File: config.mk
export PLATFORM = sky130hd
export DESIGN_NAME = color_sample_calib_flat
export DESIGN_NICKNAME = d
export VERILOG_FILES = /design/src/rtl/color_sample_calib_pkg.sv /design/src/rtl/color_sample_calib_if.sv /design/src/rtl/color_sample_calib_range_tracker.sv /design/src/rtl/color_sample_calib.sv /design/src/flat_wrapper.sv
export SDC_FILE = /design/constraint.sdc
export NUM_CORES = 1
export LEC_CHECK = 0
export BUFFER_PORTS_ARGS = -buffer_cell sky130_fd_sc_hd__buf_2
export CORE_UTILIZATION = 55
export DETAILED_ROUTE_END_ITERATION = 10
export HOLD_SLACK_MARGIN = 0.02
export MAX_ROUTING_LAYER = met4
export PLACE_DENSITY = 0.85
export SYNTH_ARGS = -nofsm -noshare
export SYNTH_HDL_FRONTEND = slang
export SYNTH_SLANG_ARGS = --single-unit
File: constraint.sdc
create_clock -name clk_100M -period 5.5 [get_ports clk_100M]
set_clock_uncertainty 0.1 [all_clocks]
set_input_delay 0.55 -clock clk_100M [delete_from_list [all_inputs] [get_ports clk_100M]]
set_output_delay 0.55 -clock clk_100M [all_outputs]
set_load 0.005 [all_outputs]
File: src/rtl/color_sample_calib_pkg.sv
// -----------------------------------------------------------------------------
// color_sample_calib_pkg
// Shared definitions for the colour calibration block and the per-channel
// colour comparators: channel width, RGB field offsets, calibration FSM
// state encoding and a channel-extraction helper.
// -----------------------------------------------------------------------------
package color_sample_calib_pkg;

   localparam int unsigned CH_W  = 8;
   localparam int unsigned RGB_W = 3 * CH_W;

   // Bit offsets of each channel inside a packed {R, G, B} pixel
   localparam int unsigned R_LSB = 2 * CH_W;
   localparam int unsigned G_LSB = CH_W;
   localparam int unsigned B_LSB = 0;

   typedef enum logic [1:0] {
      ST_IDLE    = 2'd0,
      ST_ARM     = 2'd1,
      ST_COLLECT = 2'd2,
      ST_CALC    = 2'd3
   } cal_state_e;

   function automatic logic [CH_W-1:0] rgb_chan(input logic [RGB_W-1:0] rgb,
                                                input int unsigned       lsb);
      return rgb[lsb +: CH_W];
   endfunction

endpackage

File: src/rtl/color_sample_calib_if.sv
// -----------------------------------------------------------------------------
// color_sample_calib_if
// Pixel stream + calibration result bundle.
//   master : pixel source / result consumer (drives start, pixel_valid, sof,
//            pixel_rgb; reads sample_*, thr_*, cal_valid, busy, done)
//   slave  : the calibration block
// -----------------------------------------------------------------------------
interface color_sample_calib_if;
   import color_sample_calib_pkg::*;

   logic              start;
   logic              pixel_valid;
   logic              sof;
   logic [RGB_W-1:0]  pixel_rgb;
   logic [CH_W-1:0]   sample_r;
   logic [CH_W-1:0]   sample_g;
   logic [CH_W-1:0]   sample_b;
   logic [CH_W-1:0]   thr_r;
   logic [CH_W-1:0]   thr_g;
   logic [CH_W-1:0]   thr_b;
   logic              cal_valid;
   logic              busy;
   logic              done;

   modport master (
      output start, pixel_valid, sof, pixel_rgb,
      input  sample_r, sample_g, sample_b, thr_r, thr_g, thr_b,
             cal_valid, busy, done
   );

   modport slave (
      input  start, pixel_valid, sof, pixel_rgb,
      output sample_r, sample_g, sample_b, thr_r, thr_g, thr_b,
             cal_valid, busy, done
   );

endinterface

File: src/rtl/color_sample_calib_range_tracker.sv
// -----------------------------------------------------------------------------
// color_range_tracker
// Single-channel min/max tracker with registered midrange / threshold output.
//   clk_i, rst_ni : clock, synchronous active-low reset
//   init_i        : restart tracking (min=all-ones, max=0) this cycle
//   upd_i         : fold pix_i into min/max (combines with init_i)
//   pix_i         : channel value of the current pixel
//   load_i        : publish sample/threshold computed from current min/max
//   sample_o      : (min+max)>>1
//   thr_o         : ((max-min)>>1) + 1 + MARGIN, saturated to all-ones
// -----------------------------------------------------------------------------
module color_range_tracker
   import color_sample_calib_pkg::*;
#(
   parameter int unsigned MARGIN = 4
) (
   input  logic            clk_i,
   input  logic            rst_ni,
   input  logic            init_i,
   input  logic            upd_i,
   input  logic [CH_W-1:0] pix_i,
   input  logic            load_i,
   output logic [CH_W-1:0] sample_o,
   output logic [CH_W-1:0] thr_o
);

   localparam logic [CH_W+1:0] THR_MAX = (CH_W+2)'((1 << CH_W) - 1);

   logic [CH_W-1:0] min_q, min_d;
   logic [CH_W-1:0] max_q, max_d;
   logic [CH_W-1:0] sample_q, sample_d;
   logic [CH_W-1:0] thr_q, thr_d;
   logic [CH_W:0]   sum;
   logic [CH_W-1:0] half_range;
   logic [CH_W+1:0] thr_wide;

   always_comb begin
      min_d = min_q;
      max_d = max_q;
      // init and update in the same cycle: the first pixel seeds the range
      if (init_i) begin
         min_d = '1;
         max_d = '0;
      end
      if (upd_i) begin
         if (pix_i < min_d) min_d = pix_i;
         if (pix_i > max_d) max_d = pix_i;
      end

      sum        = {1'b0, min_q} + {1'b0, max_q};
      sample_d   = sum[CH_W:1];
      half_range = (max_q - min_q) >> 1;
      thr_wide   = {2'b00, half_range} + (CH_W+2)'(1) + (CH_W+2)'(MARGIN);
      thr_d      = (thr_wide > THR_MAX) ? '1 : thr_wide[CH_W-1:0];
   end

   always_ff @(posedge clk_i) begin
      if (!rst_ni) begin
         min_q    <= '1;
         max_q    <= '0;
         sample_q <= '0;
         thr_q    <= '0;
      end else begin
         min_q <= min_d;
         max_q <= max_d;
         if (load_i) begin
            sample_q <= sample_d;
            thr_q    <= thr_d;
         end
      end
   end

   assign sample_o = sample_q;
   assign thr_o    = thr_q;

endmodule

File: src/rtl/color_sample_calib.sv
// -----------------------------------------------------------------------------
// color_sample_calib
// Learns a reference colour and tolerance from a square window of the next
// frame after a start request.
//   clk_100M : system clock
//   rst_n    : synchronous active-low reset
//   bus      : slave side of color_sample_calib_if
//              in : start, pixel_valid, sof, pixel_rgb
//              out: sample_r/g/b, thr_r/g/b, cal_valid, busy, done
// -----------------------------------------------------------------------------
module color_sample_calib
   import color_sample_calib_pkg::*;
#(
   parameter int unsigned IMG_W    = 640,
   parameter int unsigned IMG_H    = 480,
   parameter int unsigned WIN_X0   = 312,
   parameter int unsigned WIN_Y0   = 232,
   parameter int unsigned WIN_SIZE = 16,
   parameter int unsigned MARGIN   = 4
) (
   input logic                clk_100M,
   input logic                rst_n,
   color_sample_calib_if.slave bus
);

   localparam int unsigned XW = (IMG_W > 1) ? $clog2(IMG_W) : 1;
   localparam int unsigned YW = $clog2(IMG_H + 1);

   localparam logic [XW-1:0] X_LO  = XW'(WIN_X0);
   localparam logic [XW-1:0] X_HI  = XW'(WIN_X0 + WIN_SIZE - 1);
   localparam logic [XW-1:0] X_END = XW'(IMG_W - 1);
   localparam logic [YW-1:0] Y_LO  = YW'(WIN_Y0);
   localparam logic [YW-1:0] Y_HI  = YW'(WIN_Y0 + WIN_SIZE - 1);

   cal_state_e    state_q, state_d;
   logic [XW-1:0] x_q, x_d, cur_x;
   logic [YW-1:0] y_q, y_d, cur_y;
   logic          take, init, in_win, upd, last_px, calc;
   logic          done_q, cal_valid_q;

   // x_q/y_q hold the coordinate of the next expected pixel; an sof pixel
   // overrides them with (0,0) so it is processed like any other pixel.
   always_comb begin
      state_d = state_q;
      x_d     = x_q;
      y_d     = y_q;
      take    = 1'b0;
      init    = 1'b0;
      cur_x   = x_q;
      cur_y   = y_q;

      unique case (state_q)
         ST_IDLE: begin
            if (bus.start) state_d = ST_ARM;
         end
         ST_ARM: begin
            if (bus.pixel_valid && bus.sof) begin
               take    = 1'b1;
               init    = 1'b1;
               state_d = ST_COLLECT;
            end
         end
         ST_COLLECT: begin
            if (bus.pixel_valid) begin
               take = 1'b1;
               init = bus.sof;
            end
         end
         ST_CALC: begin
            state_d = ST_IDLE;
         end
         default: state_d = ST_IDLE;
      endcase

      if (init) begin
         cur_x = '0;
         cur_y = '0;
      end

      in_win  = (cur_x >= X_LO) && (cur_x <= X_HI) &&
                (cur_y >= Y_LO) && (cur_y <= Y_HI);
      upd     = take && in_win;
      last_px = upd && (cur_x == X_HI) && (cur_y == Y_HI);

      if (take) begin
         if (cur_x == X_END) begin
            x_d = '0;
            y_d = cur_y + YW'(1);
         end else begin
            x_d = cur_x + XW'(1);
            y_d = cur_y;
         end
      end

      if (last_px) state_d = ST_CALC;
   end

   assign calc = (state_q == ST_CALC);

   always_ff @(posedge clk_100M) begin
      if (!rst_n) begin
         state_q     <= ST_IDLE;
         x_q         <= '0;
         y_q         <= '0;
         done_q      <= 1'b0;
         cal_valid_q <= 1'b0;
      end else begin
         state_q     <= state_d;
         x_q         <= x_d;
         y_q         <= y_d;
         done_q      <= calc;
         cal_valid_q <= cal_valid_q | calc;
      end
   end

   color_range_tracker #(.MARGIN(MARGIN)) u_trk_r (
      .clk_i    (clk_100M),
      .rst_ni   (rst_n),
      .init_i   (init),
      .upd_i    (upd),
      .pix_i    (rgb_chan(bus.pixel_rgb, R_LSB)),
      .load_i   (calc),
      .sample_o (bus.sample_r),
      .thr_o    (bus.thr_r)
   );

   color_range_tracker #(.MARGIN(MARGIN)) u_trk_g (
      .clk_i    (clk_100M),
      .rst_ni   (rst_n),
      .init_i   (init),
      .upd_i    (upd),
      .pix_i    (rgb_chan(bus.pixel_rgb, G_LSB)),
      .load_i   (calc),
      .sample_o (bus.sample_g),
      .thr_o    (bus.thr_g)
   );

   color_range_tracker #(.MARGIN(MARGIN)) u_trk_b (
      .clk_i    (clk_100M),
      .rst_ni   (rst_n),
      .init_i   (init),
      .upd_i    (upd),
      .pix_i    (rgb_chan(bus.pixel_rgb, B_LSB)),
      .load_i   (calc),
      .sample_o (bus.sample_b),
      .thr_o    (bus.thr_b)
   );

   assign bus.busy      = (state_q != ST_IDLE);
   assign bus.done      = done_q;
   assign bus.cal_valid = cal_valid_q;

endmodule
File: src/flat_wrapper.sv
// flat-port wrapper written by rule: the top's interface ports become plain ports
module color_sample_calib_flat import color_sample_calib_pkg::*;
#(
   parameter int unsigned IMG_W    = 640,
   parameter int unsigned IMG_H    = 480,
   parameter int unsigned WIN_X0   = 312,
   parameter int unsigned WIN_Y0   = 232,
   parameter int unsigned WIN_SIZE = 16,
   parameter int unsigned MARGIN   = 4
)
  (clk_100M, rst_n, bus_start, bus_pixel_valid, bus_sof, bus_pixel_rgb, bus_sample_r, bus_sample_g, bus_sample_b, bus_thr_r, bus_thr_g, bus_thr_b, bus_cal_valid, bus_busy, bus_done);
  color_sample_calib_if bus_i ();
  input logic clk_100M;
  input logic rst_n;
  input wire logic [$bits(bus_i.start)-1:0] bus_start;
  input wire logic [$bits(bus_i.pixel_valid)-1:0] bus_pixel_valid;
  input wire logic [$bits(bus_i.sof)-1:0] bus_sof;
  input wire logic [$bits(bus_i.pixel_rgb)-1:0] bus_pixel_rgb;
  output wire logic [$bits(bus_i.sample_r)-1:0] bus_sample_r;
  output wire logic [$bits(bus_i.sample_g)-1:0] bus_sample_g;
  output wire logic [$bits(bus_i.sample_b)-1:0] bus_sample_b;
  output wire logic [$bits(bus_i.thr_r)-1:0] bus_thr_r;
  output wire logic [$bits(bus_i.thr_g)-1:0] bus_thr_g;
  output wire logic [$bits(bus_i.thr_b)-1:0] bus_thr_b;
  output wire logic [$bits(bus_i.cal_valid)-1:0] bus_cal_valid;
  output wire logic [$bits(bus_i.busy)-1:0] bus_busy;
  output wire logic [$bits(bus_i.done)-1:0] bus_done;
  assign bus_i.start = bus_start;
  assign bus_i.pixel_valid = bus_pixel_valid;
  assign bus_i.sof = bus_sof;
  assign bus_i.pixel_rgb = bus_pixel_rgb;
  assign bus_sample_r = bus_i.sample_r;
  assign bus_sample_g = bus_i.sample_g;
  assign bus_sample_b = bus_i.sample_b;
  assign bus_thr_r = bus_i.thr_r;
  assign bus_thr_g = bus_i.thr_g;
  assign bus_thr_b = bus_i.thr_b;
  assign bus_cal_valid = bus_i.cal_valid;
  assign bus_busy = bus_i.busy;
  assign bus_done = bus_i.done;
  color_sample_calib #(.IMG_W(IMG_W), .IMG_H(IMG_H), .WIN_X0(WIN_X0), .WIN_Y0(WIN_Y0), .WIN_SIZE(WIN_SIZE), .MARGIN(MARGIN)) u_core (.clk_100M(clk_100M), .rst_n(rst_n), .bus(bus_i));
endmodule
### Word level (Yosys, flattened, before mapping)

Index checks and enable logic that the tools add are counted.

* memory bits (read-only): 0
* input bits: 29
* memories kept: 0
* register bits: 119
* RAM bits: 0
* latch bits: 0

* div/mod/pow operators: 0
* multipliers: 0
* order comparisons: 13
* $add $sub $neg: 14
* bitwise operators: 1
* shift-type cells: 0
* reductions and logical operators: 11
* mux-type cells: 34
* equal/unequal tests: 8

Operators by type and width (number)
* $mux W8: 21
* $add A8 B3 Y9 const B: 3
* $add A8 B8 Y9: 3
* $gt A9 B8 Y1 const B: 3
* $add A7 B1 Y8 const B: 3
* $gt A8 B8 Y1: 3
* $lt A8 B8 Y1: 3
* $sub A8 B8 Y8: 3
* $mux W10: 2
* $mux W9: 2
* $add A10 B1 Y10 const B: 1
* $eq A10 B10 Y1 const B: 1
* $eq A10 B9 Y1 const B: 1
* $ge A10 B9 Y1 const B: 1
* $le A10 B9 Y1 const B: 1
* $add A9 B1 Y9 const B: 1
* $eq A9 B8 Y1 const B: 1
* $ge A9 B8 Y1 const B: 1
* $le A9 B8 Y1 const B: 1
* $logic_and A1 B1 Y1: 7
* $mux W2: 3
* $pmux W2 S3: 1
* $eq A2 B2 Y1 const B: 2
* $pmux W1 S2: 2
* 9 further kinds: 11

### Depth between registers and ports, before layout

* depth in word-level cells: 13
* mapped depth: 15
* mapped depth without buffers: 12

### Hierarchy

A second synthesis with hierarchy kept.

* cells, all modules: 1054
* area total of the unflattened synthesis: 8867.3 sq um

Modules (own cells, without submodules)
* color_range_tracker (u_core.u_trk_b ...): cells an instance 289, area an instance 2463.6 sq um, times used 2
* color_range_tracker (u_core.u_trk_r): cells an instance 288, area an instance 2431.1 sq um, times used 1
* color_sample_calib: cells an instance 188, area an instance 1508.9 sq um, times used 1

### Least setup slack after synthesis

Ideal clock, no wire load.

* path kind: register -> register
* from: register u_core.state_q[0]
* to: register u_core.u_trk_g.min_q[2]
* library setup time: 0.070 ns
* arrival time: 3.445 ns
* slack: 1.885 ns
* buffers on the path: 3
* clock period less this slack: 3.615 ns
* stages on the path, launching flop included: 15
* cell sequence: dfxtp_1 inv_1 ha_1 o2111a_1 clkbuf_1 buf_1 nor2_1 ha_1 a21o_1 a221oi_1 o21ai_0 nor4_2 buf_2 nor3_1 a21oi_1

* longest elaborated chain between the ends: 9
* elaborated cells on any way between the ends: 18
* classes of those cells: 5 x order compare; 2 x eq/ne; 7 x mux; 4 x reduce/logical

RTL lines
* start, declared: line color_sample_calib.sv:35 `cal_state_e state_q, state_d;`
* start signal, assigned: line color_sample_calib.sv:108 `state_q <= state_d;`
* $eq A2 B2 Y1 / $eq A2 B1 Y1 (equally long branches): line color_sample_calib.sv:52 `unique case (state_q)`
* $pmux W1 S2: line color_sample_calib.sv:52
* $mux W10: line color_sample_calib.sv:75 `if (init) begin`
* $ge A10 B9 Y1 / $le A10 B9 Y1 (equally long branches): line color_sample_calib.sv:80 `in_win = (cur_x >= X_LO) && (cur_x <= X_HI) &&`
* $logic_and A1 B1 Y1 (2 in a row): line color_sample_calib.sv:80
* $logic_and A1 B1 Y1: line color_sample_calib.sv:81 `(cur_y >= Y_LO) && (cur_y <= Y_HI);`
* $logic_and A1 B1 Y1: line color_sample_calib.sv:82 `upd = take && in_win;`
* $mux W8 *: line color_sample_calib_range_tracker.sv:45 `if (upd_i) begin`
* end signal, assigned: line color_sample_calib_range_tracker.sv:64 `min_q <= min_d;`
* end, declared: line color_sample_calib_range_tracker.sv:29 `logic [CH_W-1:0] min_q, min_d;`

Mark *: on every way between the ends. The rest lies on a longest branch, timed or not.
A chain may end at the register's enable or synchronous reset.

### Worst setup path after layout

* from: register u_core.state_q[0]
* to: register u_core.u_trk_g.min_q[0]

The elaborated chain is that of the path after synthesis.

==> results_dict.tcl <==
set metrics [dict create \
    status "finished clean" \
    maxCapViolCount 0 \
    final_cell_mix "nor2_1, dfxtp_1, ha_1" \
    antenna_found_initial 1 \
    gp_congestion 0.899 \
    yosysUniqueCellTypes 65 \
    routedWlPerCell_um 16.0 \
    async_reset_ff_share_pct 0 \
    post_cts_buffers 0 \
    grt_max_degree 64 \
    post-route-drc-count 0 \
    worst_slew_pin_slew_ps 1040 \
    vias_per_cell 6.03 \
    syn-cell-area_mm2 0.00844 \
    first_iter_violations 565 \
    start_kind "flop" \
    num_rows 44 \
    clk_pin_slew_ps 60 \
    pin_count 80 \
    dp_cells 1261 \
    synthesis.instances 1049 \
    start_util_pct 57.2 \
    fp.dieW_um 126 \
    nNetsFinal 1227 \
    setup_ws_ps 1700 \
    min_path_cells 3 \
    pre_cts_ws_ps 1770 \
    hold_violations 0 \
    vias 7798 \
    ctsHoldBuffers 0 \
    crit_fanout 17 \
    ys_warn_count 0 \
    slew_headroom_pct 30.5 \
    grt_pass1_vias 7276 \
    required_ps 5750 \
    critical_path.endpoint_type "flop" \
    layout_commonest_cell "nor2_1" \
    rsz0062_at_grt "false" \
    htree_num_levels 4 \
    leakage_uw 0.00426 \
    fp.dieH_um 126 \
    worstHoldPathType "in2reg" \
    r2r_cells 12 \
    clock_sinks 119 \
    syn_avg_cell_area_um2 8.04 \
    cts_resized 0 \
    ys_ff_latch 119 \
    finalSetupViolations 0 \
    cts_buffers 17 \
    fin_hold_ws_ps 308 \
    cts_tree "built" \
    dr.pass1.iters 5 \
    areaGrowthSynthToFinish_pct 12.2 \
    fin_crit_sh_pct 69.1 \
    synth_edf_count 0 \
    clock-root-buffer "clkbuf_16" \
    port_buffers 79 \
    core_area_mm2 0.0148 \
    worstPathArrival_ps 4050 \
    layout.cells.non_filler 1294 \
    ir_worst_vdd_mv 0.216 \
    synth_nets 1180 \
    dieArea_mm2 0.0158 \
    critPathKind "reg2reg" \
    grt_use_total_pct 27.4 \
    report.final.slew_viol_count 0 \
    wl_um 20700 \
    drive_gt1_share_pct 12.1 \
    synth_seq_area_share_pct 28.2 \
    ant_nets 0 \
    clockBufferDepth 2 \
    gr-total-overflow 0 \
    dp_hpwl_um 14700 \
    pwr_density_cell_mw_per_mm2 232 \
    grt_pass1_wl_um 34400 \
    clkLatencyLatePin_ps 430 \
    post-route-util_pct 64.1 \
    fin_crit_ps 3800 \
    yosys_most_used_dff "dfxtp_1" \
    tns_ps 0 \
    max_freq_mhz 263 \
]
[worst max-delay path: stages, from the launching register on]
cell and delay, ps:
dfxtp_1 410, inv_1 90, ha_1 360, o2111a_1 630, nor2_1 130, ha_1 310
and3_1 190, a221oi_1 230, o21ai_0 180, nor4_2 580, buf_4 270, nor3_1 50
a31oi_1 180
[flip-flops by register name, summed over array words and instances, names as in the netlist, 2 cells and up]
| signal | flops |
|---|---|
| u_core.u_trk_g.max_q | 8 |
| u_core.u_trk_b.sample_o | 8 |
| u_core.u_trk_b.thr_o | 8 |
| u_core.u_trk_g.sample_o | 8 |
| u_core.u_trk_r.max_q | 8 |
| u_core.u_trk_r.min_q | 8 |
| u_core.u_trk_g.min_q | 8 |
| u_core.x_q | 10 |
| u_core.u_trk_g.thr_o | 8 |
| u_core.state_q | 2 |
| u_core.u_trk_b.min_q | 8 |
| u_core.u_trk_r.thr_o | 8 |
| u_core.u_trk_b.max_q | 8 |
| u_core.u_trk_r.sample_o | 8 |
| u_core.y_q | 9 |
[through the flow]
stage               power [uW]  cell area [um2]
floorplan                 1050             8440
global placement          1120             8900
detailed placement        1130             8900
CTS                       2200             9460
global route              2270             9460
finish                    2190             9460
[area by class of cell]
class / count / area (um2)
Clock buffer: 23 / 458
Antenna cell: 1 / 2.50
Sequential cell: 119 / 2380
Clock inverter: 9 / 101
Timing Repair Buffer: 85 / 440
Tap cell: 184 / 230
Inverter: 55 / 206
Multi-Input combinational cell: 818 / 5640
Fill cell: 1194 / 5290
[power by group]
group          internal [uW]  total [uW]  switching [uW]
clock                    674        1080             401
sequential               884         899            14.5
combinational           78.9         217             138
total                   1640        2190             554
[final timing paths]
path | startpoint | endpoint | slack, ps
max | u_core.state_q[0] | u_core.u_trk_g.min_q[0] | 1700
min | bus_pixel_rgb[8] | u_core.u_trk_g.max_q[0] | 310
max reg2reg | u_core.state_q[0] | u_core.u_trk_g.min_q[0] | 1700
min reg2reg | u_core.bus.cal_valid | u_core.bus.cal_valid | 360
[synth_stat cells (all sizes together) (9+ instances only)]
library cell,number,share of area [%]
inv,54,2.4
and3,11,0.82
xor2,14,1.5
ha,96,14
mux2i,32,3.8
a31oi,10,0.74
nand2,82,3.6
dfxtp,119,28
clkbuf,50,2.2
o21ai,42,2.5
nand3,54,3.3
a21o,32,2.9
xnor2,23,2.4
a211oi,24,2.1
nor2,136,6.1
a21oi,67,4.0
o21a,12,1.1
nand4,9,0.67
nor2b,14,1.0
nor3,27,1.6
[layer usage]
layer	up-vias	track usage (%)	routed length [um]
met4	0	11.1	492
met3	46	5.82	1210
li1	3851	-	-
met2	300	42.4	9460
met1	3601	34.9	9500
met5	-	-	0
[logic make-up (layout without fill, tap and decap cells)]
kind of cell | after synthesis | after routing | synth area share, %
AO/OA/AOI/OAI | 252 | 252 | 20.8
XOR/XNOR | 37 | 37 | 3.84
adder cells (fa/ha/maj) | 102 | 102 | 15.7
buffers and inverters | 112 | 172 | 5.04
flip-flops | 119 | 119 | 28.2
multiplexers | 32 | 32 | 3.80
other | 0 | 1 | 0
AND/OR/NAND/NOR | 395 | 395 | 22.6
(Power assumes the default switching activity.)
